<file path="config.mk">
export PLATFORM = sky130hd
export DESIGN_NAME = seq_div
export DESIGN_NICKNAME = d
export VERILOG_FILES = /design/src/rtl/seq_div.sv
export SDC_FILE = /design/constraint.sdc
export NUM_CORES = 1
export LEC_CHECK = 0
export ABC_AREA = 1
export ABC_CLOCK_PERIOD_IN_PS = 5400
export BUFFER_PORTS_ARGS = -buffer_cell sky130_fd_sc_hd__buf_4
export CORE_MARGIN = 8
export CORE_UTILIZATION = 50
export CTS_CLUSTER_DIAMETER = 30
export DETAILED_ROUTE_END_ITERATION = 8
export PLACE_DENSITY = 0.69
export SYNTH_ARGS = -nofsm -noshare
export SYNTH_HDL_FRONTEND = slang
export SYNTH_SLANG_ARGS = --single-unit
</file>
<file path="constraint.sdc">
create_clock -name clk -period 5.4 [get_ports clk]
set_input_delay 0.54 -clock clk [delete_from_list [all_inputs] [get_ports clk]]
set_output_delay 0.54 -clock clk [all_outputs]
set_load 0.01 [all_outputs]
</file>
<file path="src/rtl/seq_div.sv">
// Multi-cycle radix-2 non-restoring integer divider (DIVU/DIV) for the HI/LO path.
// Quotient lands on lo and remainder on hi; both hold until the next accepted op completes.
module seq_div #(
    parameter int unsigned WIDTH = 32,
    parameter int unsigned STEPS = 1
) (
    input  logic             clk,
    input  logic             rst_n,
    input  logic             start,
    input  logic [1:0]       op,
    input  logic [WIDTH-1:0] dividend,
    input  logic [WIDTH-1:0] divisor,
    output logic             busy,
    output logic             done,
    output logic [WIDTH-1:0] hi,
    output logic [WIDTH-1:0] lo,
    output logic             dz
);

    localparam int unsigned N     = WIDTH / STEPS;
    localparam int unsigned CNT_W = (N > 1) ? $clog2(N) : 1;

    typedef enum logic [1:0] {
        S_IDLE = 2'd0,
        S_CALC = 2'd1,
        S_FIX  = 2'd2
    } state_e;

    state_e             state_q, state_d;
    logic [CNT_W-1:0]   cnt_q,   cnt_d;
    logic [WIDTH:0]     rem_q,   rem_d;
    logic [WIDTH-1:0]   quo_q,   quo_d;
    logic [WIDTH-1:0]   dvs_q,   dvs_d;
    logic               negq_q,  negq_d;
    logic               negr_q,  negr_d;
    logic               zero_q,  zero_d;
    logic               busy_q,  busy_d;
    logic               done_q,  done_d;
    logic [WIDTH-1:0]   hi_q,    hi_d;
    logic [WIDTH-1:0]   lo_q,    lo_d;
    logic               dz_q,    dz_d;

    logic               a_neg, b_neg;
    logic [WIDTH-1:0]   a_mag, b_mag;
    logic [WIDTH:0]     r_step, r_shift;
    logic [WIDTH-1:0]   q_step;
    logic [WIDTH-1:0]   rem_fix;

    always_ff @(posedge clk or negedge rst_n) begin
        if (!rst_n) begin
            state_q <= S_IDLE;
            cnt_q   <= '0;
            rem_q   <= '0;
            quo_q   <= '0;
            dvs_q   <= '0;
            negq_q  <= 1'b0;
            negr_q  <= 1'b0;
            zero_q  <= 1'b0;
            busy_q  <= 1'b0;
            done_q  <= 1'b0;
            hi_q    <= '0;
            lo_q    <= '0;
            dz_q    <= 1'b0;
        end else begin
            state_q <= state_d;
            cnt_q   <= cnt_d;
            rem_q   <= rem_d;
            quo_q   <= quo_d;
            dvs_q   <= dvs_d;
            negq_q  <= negq_d;
            negr_q  <= negr_d;
            zero_q  <= zero_d;
            busy_q  <= busy_d;
            done_q  <= done_d;
            hi_q    <= hi_d;
            lo_q    <= lo_d;
            dz_q    <= dz_d;
        end
    end

    always_comb begin
        state_d = state_q;
        cnt_d   = cnt_q;
        rem_d   = rem_q;
        quo_d   = quo_q;
        dvs_d   = dvs_q;
        negq_d  = negq_q;
        negr_d  = negr_q;
        zero_d  = zero_q;
        busy_d  = busy_q;
        done_d  = 1'b0;
        hi_d    = hi_q;
        lo_d    = lo_q;
        dz_d    = dz_q;

        a_neg = op[0] & dividend[WIDTH-1];
        b_neg = op[0] & divisor[WIDTH-1];
        a_mag = a_neg ? (WIDTH'(0) - dividend) : dividend;
        b_mag = b_neg ? (WIDTH'(0) - divisor)  : divisor;

        // STEPS non-restoring iterations; wrap in WIDTH+1 bits is harmless since each result fits
        r_step  = rem_q;
        q_step  = quo_q;
        r_shift = '0;
        for (int unsigned i = 0; i < STEPS; i++) begin
            r_shift   = {r_step[WIDTH-1:0], q_step[WIDTH-1]};
            q_step    = {q_step[WIDTH-2:0], 1'b0};
            r_step    = r_step[WIDTH] ? (r_shift + {1'b0, dvs_q}) : (r_shift - {1'b0, dvs_q});
            q_step[0] = ~r_step[WIDTH];
        end

        rem_fix = rem_q[WIDTH] ? (rem_q[WIDTH-1:0] + dvs_q) : rem_q[WIDTH-1:0];

        case (state_q)
            S_IDLE: begin
                if (start && op[1]) begin
                    rem_d   = '0;
                    quo_d   = a_mag;
                    dvs_d   = b_mag;
                    negq_d  = a_neg ^ b_neg;
                    negr_d  = a_neg;
                    zero_d  = (divisor == '0);
                    cnt_d   = CNT_W'(N - 1);
                    busy_d  = 1'b1;
                    state_d = (divisor == '0) ? S_FIX : S_CALC;
                end
            end
            S_CALC: begin
                rem_d = r_step;
                quo_d = q_step;
                cnt_d = cnt_q - CNT_W'(1);
                if (cnt_q == '0) begin
                    state_d = S_FIX;
                end
            end
            S_FIX: begin
                // Zero divisor: quo_q still holds |dividend|, so re-applying the sign gives it back as given
                if (zero_q) begin
                    lo_d = '1;
                    hi_d = negr_q ? (WIDTH'(0) - quo_q) : quo_q;
                end else begin
                    lo_d = negq_q ? (WIDTH'(0) - quo_q) : quo_q;
                    hi_d = negr_q ? (WIDTH'(0) - rem_fix) : rem_fix;
                end
                dz_d    = zero_q;
                done_d  = 1'b1;
                busy_d  = 1'b0;
                state_d = S_IDLE;
            end
            default: begin
                state_d = S_IDLE;
            end
        endcase
    end

    assign busy = busy_q;
    assign done = done_q;
    assign hi   = hi_q;
    assign lo   = lo_q;
    assign dz   = dz_q;

endmodule

</file>
==> results of run 1 <==
area by class of cell:
class / count / area [µm²] / share of cell area (%)
clock inverter: 14 / 175 / 1.02
multi-input combinational: 1799 / 9430 / 54.8
tap: 396 / 495 / 2.88
inverter: 314 / 1180 / 6.85
timing repair buffer: 150 / 1140 / 6.66
sequential: 174 / 4350 / 25.3
clock buffer: 18 / 429 / 2.49
routing by layer:
metal	up-vias	GRT usage, %	wire (µm)
met5	-	0	0
met4	0	8.74	1390
met3	70	5.29	4990
met2	697	43.0	22700
met1	7491	44.4	25600
li1	7933	-	-
cells by family after synthesis:
family	Yosys count
adder cells (fa/ha/maj)	72
flip-flops	174
AND/OR/NAND/NOR	1125
XOR/XNOR	121
buffers and inverters	391
AO/OA/AOI/OAI	481
registers in the layout (all words and copies together), names as in the netlist:
signal   flops
busy         1
rem_q       33
hi          32
lo          32
done         1
dz           1
negr_q       1
cnt_q        5
state_q      2
quo_q       32
dvs_q       32
zero_q       1
negq_q       1
worst register-to-register path, stage by stage, from the launching register on:
cell     delay (ns)
dfrtp_1        0.45
nor3_1         0.26
nor3b_1        0.27
nand2_1        0.14
nor3_2         0.27
nand3_1        0.18
nor3_1         0.28
nand2_1        0.13
nor3_2         0.17
nand2_1        0.08
nand2_1        0.15
nand2_1        0.09
xor2_1         0.15
ha_1           0.37
nand2_1        0.11
nor2_1         0.15
inv_1          0.07
nor4_1         0.26
nand2_1        0.08
nand2_1        0.07
a21oi_1        0.06
o21ai_0        0.10
o21ai_0        0.11
worst max path at each step:
stage	from	to	slack [ns]	cells past startpoint
global route	dvs_q[1]	rem_q[31]	0.81	21
CTS	dvs_q[1]	rem_q[30]	1.31	22
detailed placement	dvs_q[1]	rem_q[30]	1.35	22
global placement	dvs_q[1]	rem_q[30]	1.37	22
finish	dvs_q[1]	rem_q[30]	1.23	22
floorplan	rem_q[32]	rem_q[32]	1.51	24
synth_stat cells (14+ instances only):
library cell,n,share of area [%]
o221ai_1,33,1.9
dfrtp_1,174,29
inv_2,14,0.34
clkbuf_1,68,1.7
nand3_1,130,4.3
nand2_1,609,15
o21ai_1,36,1.2
nor3_1,39,1.3
a31oi_1,24,0.99
a21oi_1,184,6.0
xor2_1,83,4.8
ha_1,70,5.7
inv_1,294,7.2
nor2_1,258,6.4
nand4_1,27,1.1
xnor2_1,38,2.2
o21ai_0,149,4.9
per-stage QoR:
step / setup WS, ns / instance area, µm² / hold slack (ns)
final: 1.23 / 17200 / 0.372
after global routing: 0.806 / 17200 / 0.368
after CTS: 1.31 / 17200 / 0.361
after detailed placement: 1.35 / 16600 / 0.462
after global placement: 1.37 / 16600 / 0.455
after floorplan: 1.51 / 15200 / 0.244
repair_timing:
item | CTS | global route
hold buffers | 1 | 0
endpoints found under the hold margin | 7 | 0
buffers inserted | 0 | 0
==> flow_metrics.env, run 1 <==
export IMPL_status="complete, no violations"
export IMPL_port_buffers=135
export IMPL_rr_worst_depth=22
export IMPL_dp_cells=2832
export IMPL_antennaDiodeCount=0
export IMPL_vias=16191
export IMPL_dr_pass1_iters=6
export IMPL_drt_total_wl_mm=54.7
export IMPL_setup_tns_ns=0
export IMPL_critPathRequiredTime_ns=5.66
export IMPL_ios=136
export IMPL_worst_hold_path_type="input pin to register"
export IMPL_layout_cells_non_filler=2865
export IMPL_vias_per_cell=5.65
export IMPL_grt_usage_pct=29.8
export IMPL_slowest_delay_ns=0.45
export IMPL_hold_viol=0
export IMPL_antenna_found_initial=0
export IMPL_numCtsBuffers=17
export IMPL_synthMuxAreaShare_pct=0
export IMPL_timing_final_crit_period_ns=4.17
export IMPL_synth_xor_area_share_pct=6.96
export IMPL_hpwlAfterDp_mm=43.1
export IMPL_final_fill_count=3074
export IMPL_drc=0
export IMPL_critPathCaptureType="register"
export IMPL_maxSlewHeadroom_pct=18.1
export IMPL_die_height_um=191
export IMPL_hold_end="dvs_q[31]"
export IMPL_setup_worst_path_start_class="register"
export IMPL_synth_adder_area_share_pct=6.01
export IMPL_antenna_left=0
export IMPL_initial_core_util_pct=50.3
export IMPL_finalClockSkew_ns=0.0109
export IMPL_yosysSeqAreaShare_pct=28.6
export IMPL_regToRegStartpoint="dvs_q[1]"
export IMPL_r2r_slack_ns=1.23
export IMPL_ys_ff_latch=174
export IMPL_critPathMostFrequentCell="nand2_1"
export IMPL_max_freq_ghz=0.240
export IMPL_grt_pass1_wl_mm=84.7
export IMPL_maxSlewViolCount=0
export IMPL_crit_arrival_ns=4.43
export IMPL_gp_congestion=0.992
export IMPL_crit_type="register to register"
export IMPL_setup_violations=0
export IMPL_r2r_end="rem_q[30]"
export IMPL_synth_edf_count=0
export IMPL_grt_remaining_overflow=0
export IMPL_critical_path_top_delay_family="simple AND/OR/NAND/NOR gates"
export IMPL_routedWlPerCell_um=19.1
export IMPL_grt_max_degree=142
export IMPL_postSynthAreaPerCell_um2=6.44
export IMPL_synth_top_family_by_area="simple AND/OR/NAND/NOR gates"
export IMPL_path_cells="nor3_1 -> nor3b_1 -> nand2_1 -> nor3_2 -> nand3_1 -> nor3_1 -> nand2_1 -> nor3_2 -> nand2_1 -> nand2_1 -> nand2_1 -> xor2_1 -> ha_1 -> nand2_1 -> nor2_1 -> inv_1 -> nor4_1 -> nand2_1 -> nand2_1 -> a21oi_1 -> o21ai_0 -> o21ai_0"
export IMPL_final_cell_mix="609 x nand2_1, 292 x inv_1, 255 x nor2_1"
export IMPL_cts_tree="done"
export IMPL_fp_dieW_um=191
export IMPL_clk_pin_slew_ns=0.07
export IMPL_finish_utilization_pct=56.8
export IMPL_max_slew_worst_pin_slew_ns=1.23
export IMPL_cts_num_sinks=174
export IMPL_final_common_cell="nand2_1"
export IMPL_timing_final_crit_share_pct=77.2
export IMPL_clk_latency_ns=0.44
export IMPL_first_iter_violations=1552
export IMPL_synthFlopType="dfrtp_1"
export IMPL_slowest_stage="dfrtp_1"
export IMPL_synth_compound_area_share_pct=17.8
export IMPL_synth_cells=2364
export IMPL_core_mm2=0.0303
export IMPL_row_count=64
export IMPL_synthSimpleGateAreaFrac_pct=31.0
export IMPL_synthArstFlopShare_pct=100
export IMPL_rsz0062_at_grt="false"
export IMPL_critPathMaxFanout=5
export IMPL_syn_area_mm2=0.0152
export IMPL_hold_start="divisor[31]"
export IMPL_synth_distinct_cells=52
export IMPL_cts_max_path_buffers=2
export IMPL_cts_resized=0
export IMPL_syn_num_nets=2505
export IMPL_root_buffer="clkbuf_16"
export IMPL_min_path_cells=3
export IMPL_die_area_mm2=0.0363
export IMPL_cap_violations=0
export IMPL_path_buf_inv=1
export IMPL_drive_gt1_share_pct=9.32
export IMPL_syn2layout_area_growth_pct=12.9
export IMPL_nets=2597
export IMPL_h_tree_depth=4
export IMPL_synth_warnings=0
export IMPL_grt_pass1_vias=15010
Power of run 1 is left out: the tool's default activity adds up to more than one toggle a clock period on the data nets, which glitch-free logic cannot reach.
==> inputs of run 2 (changes only) <==
- ABC_CLOCK_PERIOD_IN_PS: 5400 -> 3800
- PLACE_DENSITY: 0.69 -> 0.71
- clock period: 5.4 -> 3.8 ns (I/O delays scaled with it)
==> run 2 against run 1 <==
Net effect: the flow now finishes with violations (hold timing); hold slack worse by 0.37 ns; register-to-register slack worse by 1.1 ns; utilization up 1.8 points; largest cell class unchanged; cell count up 1.8%; highest routed layer unchanged; count of clock-buffer cells in the layout unchanged.
==> flow_metrics.env, run 2 (synthesized netlist as in run 1, its figures left out) <==
export IMPL_critPathRequiredTime_ns=4.13
export IMPL_worst_slack_ns=0.113
export IMPL_antenna_found_initial=0
export IMPL_maxSlewViolCount=0
export IMPL_final_common_cell="nand2_1"
export IMPL_wl_met3_mm=5.82
export IMPL_initial_core_util_pct=50.3
export IMPL_antennaDiodeCount=0
export IMPL_largest_register_ffs=33
export IMPL_max_slew_worst_pin_slew_ns=0.949
export IMPL_grt_max_degree=87
export IMPL_die_area_mm2=0.0363
export IMPL_crit_arrival_ns=4.02
export IMPL_maxSlewHeadroom_pct=36.6
export IMPL_final_seq_area_mm2=0.00435
export IMPL_row_count=64
export IMPL_vias_per_cell=5.69
export IMPL_regMostFlops="rem_q"
export IMPL_setup_tns_ns=0
export IMPL_ios=136
export IMPL_violations="hold timing"
export IMPL_cts_num_sinks=174
export IMPL_grt_pass1_wl_mm=87.3
export IMPL_worst_hold_path_type="input pin to asynchronous set/reset pin"
export IMPL_r2r_end="rem_q[29]"
export IMPL_timing_final_crit_period_ns=3.69
export IMPL_h_tree_depth=4
export IMPL_grt_remaining_overflow=0
export IMPL_finish_utilization_pct=58.7
export IMPL_clk_latency_ns=0.46
export IMPL_timing_hold_ws_ns=-0.00138
export IMPL_r2r_slack_ns=0.11
export IMPL_antenna_left=0
export IMPL_nets=2649
export IMPL_routedWlPerCell_um=19.5
export IMPL_ctsHoldBuffers=0
export IMPL_fp_dieW_um=191
export IMPL_syn2layout_area_growth_pct=16.5
export IMPL_max_freq_ghz=0.271
export IMPL_dr_pass1_iters=7
export IMPL_grt_pass1_vias=15383
export IMPL_setup_violations=0
export IMPL_root_buffer="clkbuf_16"
export IMPL_crit_type="register to register"
export IMPL_final_fill_count=2995
export IMPL_critPathMaxFanout=5
export IMPL_grt_usage_pct=31.0
export IMPL_cts_tree="done"
export IMPL_numCtsBuffers=17
export IMPL_core_mm2=0.0303
export IMPL_hpwlAfterDp_mm=45.3
export IMPL_port_buffers=135
export IMPL_gp_congestion=0.996
export IMPL_status="finished, violations left"
export IMPL_first_iter_violations=1787
export IMPL_vias=16588
export IMPL_finalClockSkew_ns=0.0165
export IMPL_die_height_um=191
export IMPL_cap_violations=0
export IMPL_cts_max_path_buffers=2
export IMPL_rr_worst_depth=22
export IMPL_regToRegStartpoint="dvs_q[1]"
export IMPL_multiInputGateArea_mm2=0.00959
export IMPL_drc=0
export IMPL_rsz0062_at_grt="true"
export IMPL_place_ws_ns=-0.0289
export IMPL_hold_viol=1
export IMPL_critPathCaptureType="register"
export IMPL_highest_layer="met4"
export IMPL_final_cell_mix="603 x nand2_1, 290 x inv_1, 249 x nor2_1"
export IMPL_dr_wl_met2_mm=23.8
export IMPL_setup_worst_path_start_class="register"
export IMPL_drt_total_wl_mm=56.9
export IMPL_clk_pin_slew_ns=0.08
export IMPL_drive_gt1_share_pct=12.7
export IMPL_wl_met1_mm=25.7
export IMPL_timing_final_crit_share_pct=97.0
## run 2: changes by cell type in the layout (fill, tap and decap cells not counted), sizes merged
| cell | change |
|---|---|
| bufinv | -2 |
| buf | +53 |
| dlygate4sd3 | -1 |
| clkinv | +2 |
## run 2: repair_timing
action | 4_1_cts | 5_1_grt
buffers inserted | 0 | 5
gates resized for setup | 2 | 46
setup endpoints to repair | 3 | 16
pin swaps | 0 | 14
## run 2: per-layer routing
layer,global-route usage (%),vias up
met3,7.88,87
met2,44.8,736
met5,0,-
met4,10.1,0
met1,44.3,7737
li1,-,8028
## run 2: critical path, stage by stage, from the launching register on
cell and delay [ns]:
dfrtp_1 0.40, buf_6 0.13, inv_4 0.05, ha_4 0.14, nand2_4 0.05, nor3_4 0.19
nand2_2 0.11, nor3_4 0.25, nand2_2 0.11, nor2_4 0.12, nand4_1 0.14, nor2_2 0.18
nand2_1 0.09, nand2_1 0.08, xnor2_1 0.08, ha_1 0.38, a21o_1 0.21, a31oi_1 0.17
o31ai_1 0.10, a31oi_1 0.14, o21ai_1 0.12, xnor2_1 0.21, o22ai_1 0.11
## run 2: layout make-up
cell class / count / area share [%]
timing repair buffer: 202 / 8.72
multi-input combinational: 1799 / 54.0
tap: 396 / 2.79
clock inverter: 14 / 0.817
sequential: 174 / 24.5
inverter: 314 / 6.65
clock buffer: 18 / 2.47
## run 2: through the flow
step / instance area (µm²) / instances / hold slack (ns)
after floorplan: 15200 / 2364 / 0.0844
after global placement: 17000 / 2880 / 0.472
after detailed placement: 17000 / 2880 / 0.474
after CTS: 17600 / 2912 / 0.0295
after global routing: 17800 / 2917 / 0.0652
final: 17800 / 2917 / -0.00138
## run 2: worst max path at each step
stage | startpoint | endpoint | cells past startpoint
floorplan | rem_q[32] | rem_q[32] | 24
global placement | dvs_q[1] | quo_q[0] | 21
detailed placement | dvs_q[1] | rem_q[29] | 22
CTS | dvs_q[1] | quo_q[0] | 21
global route | dvs_q[1] | rem_q[29] | 22
finish | dvs_q[1] | rem_q[29] | 22
Power of run 2 is left out for the same reason.
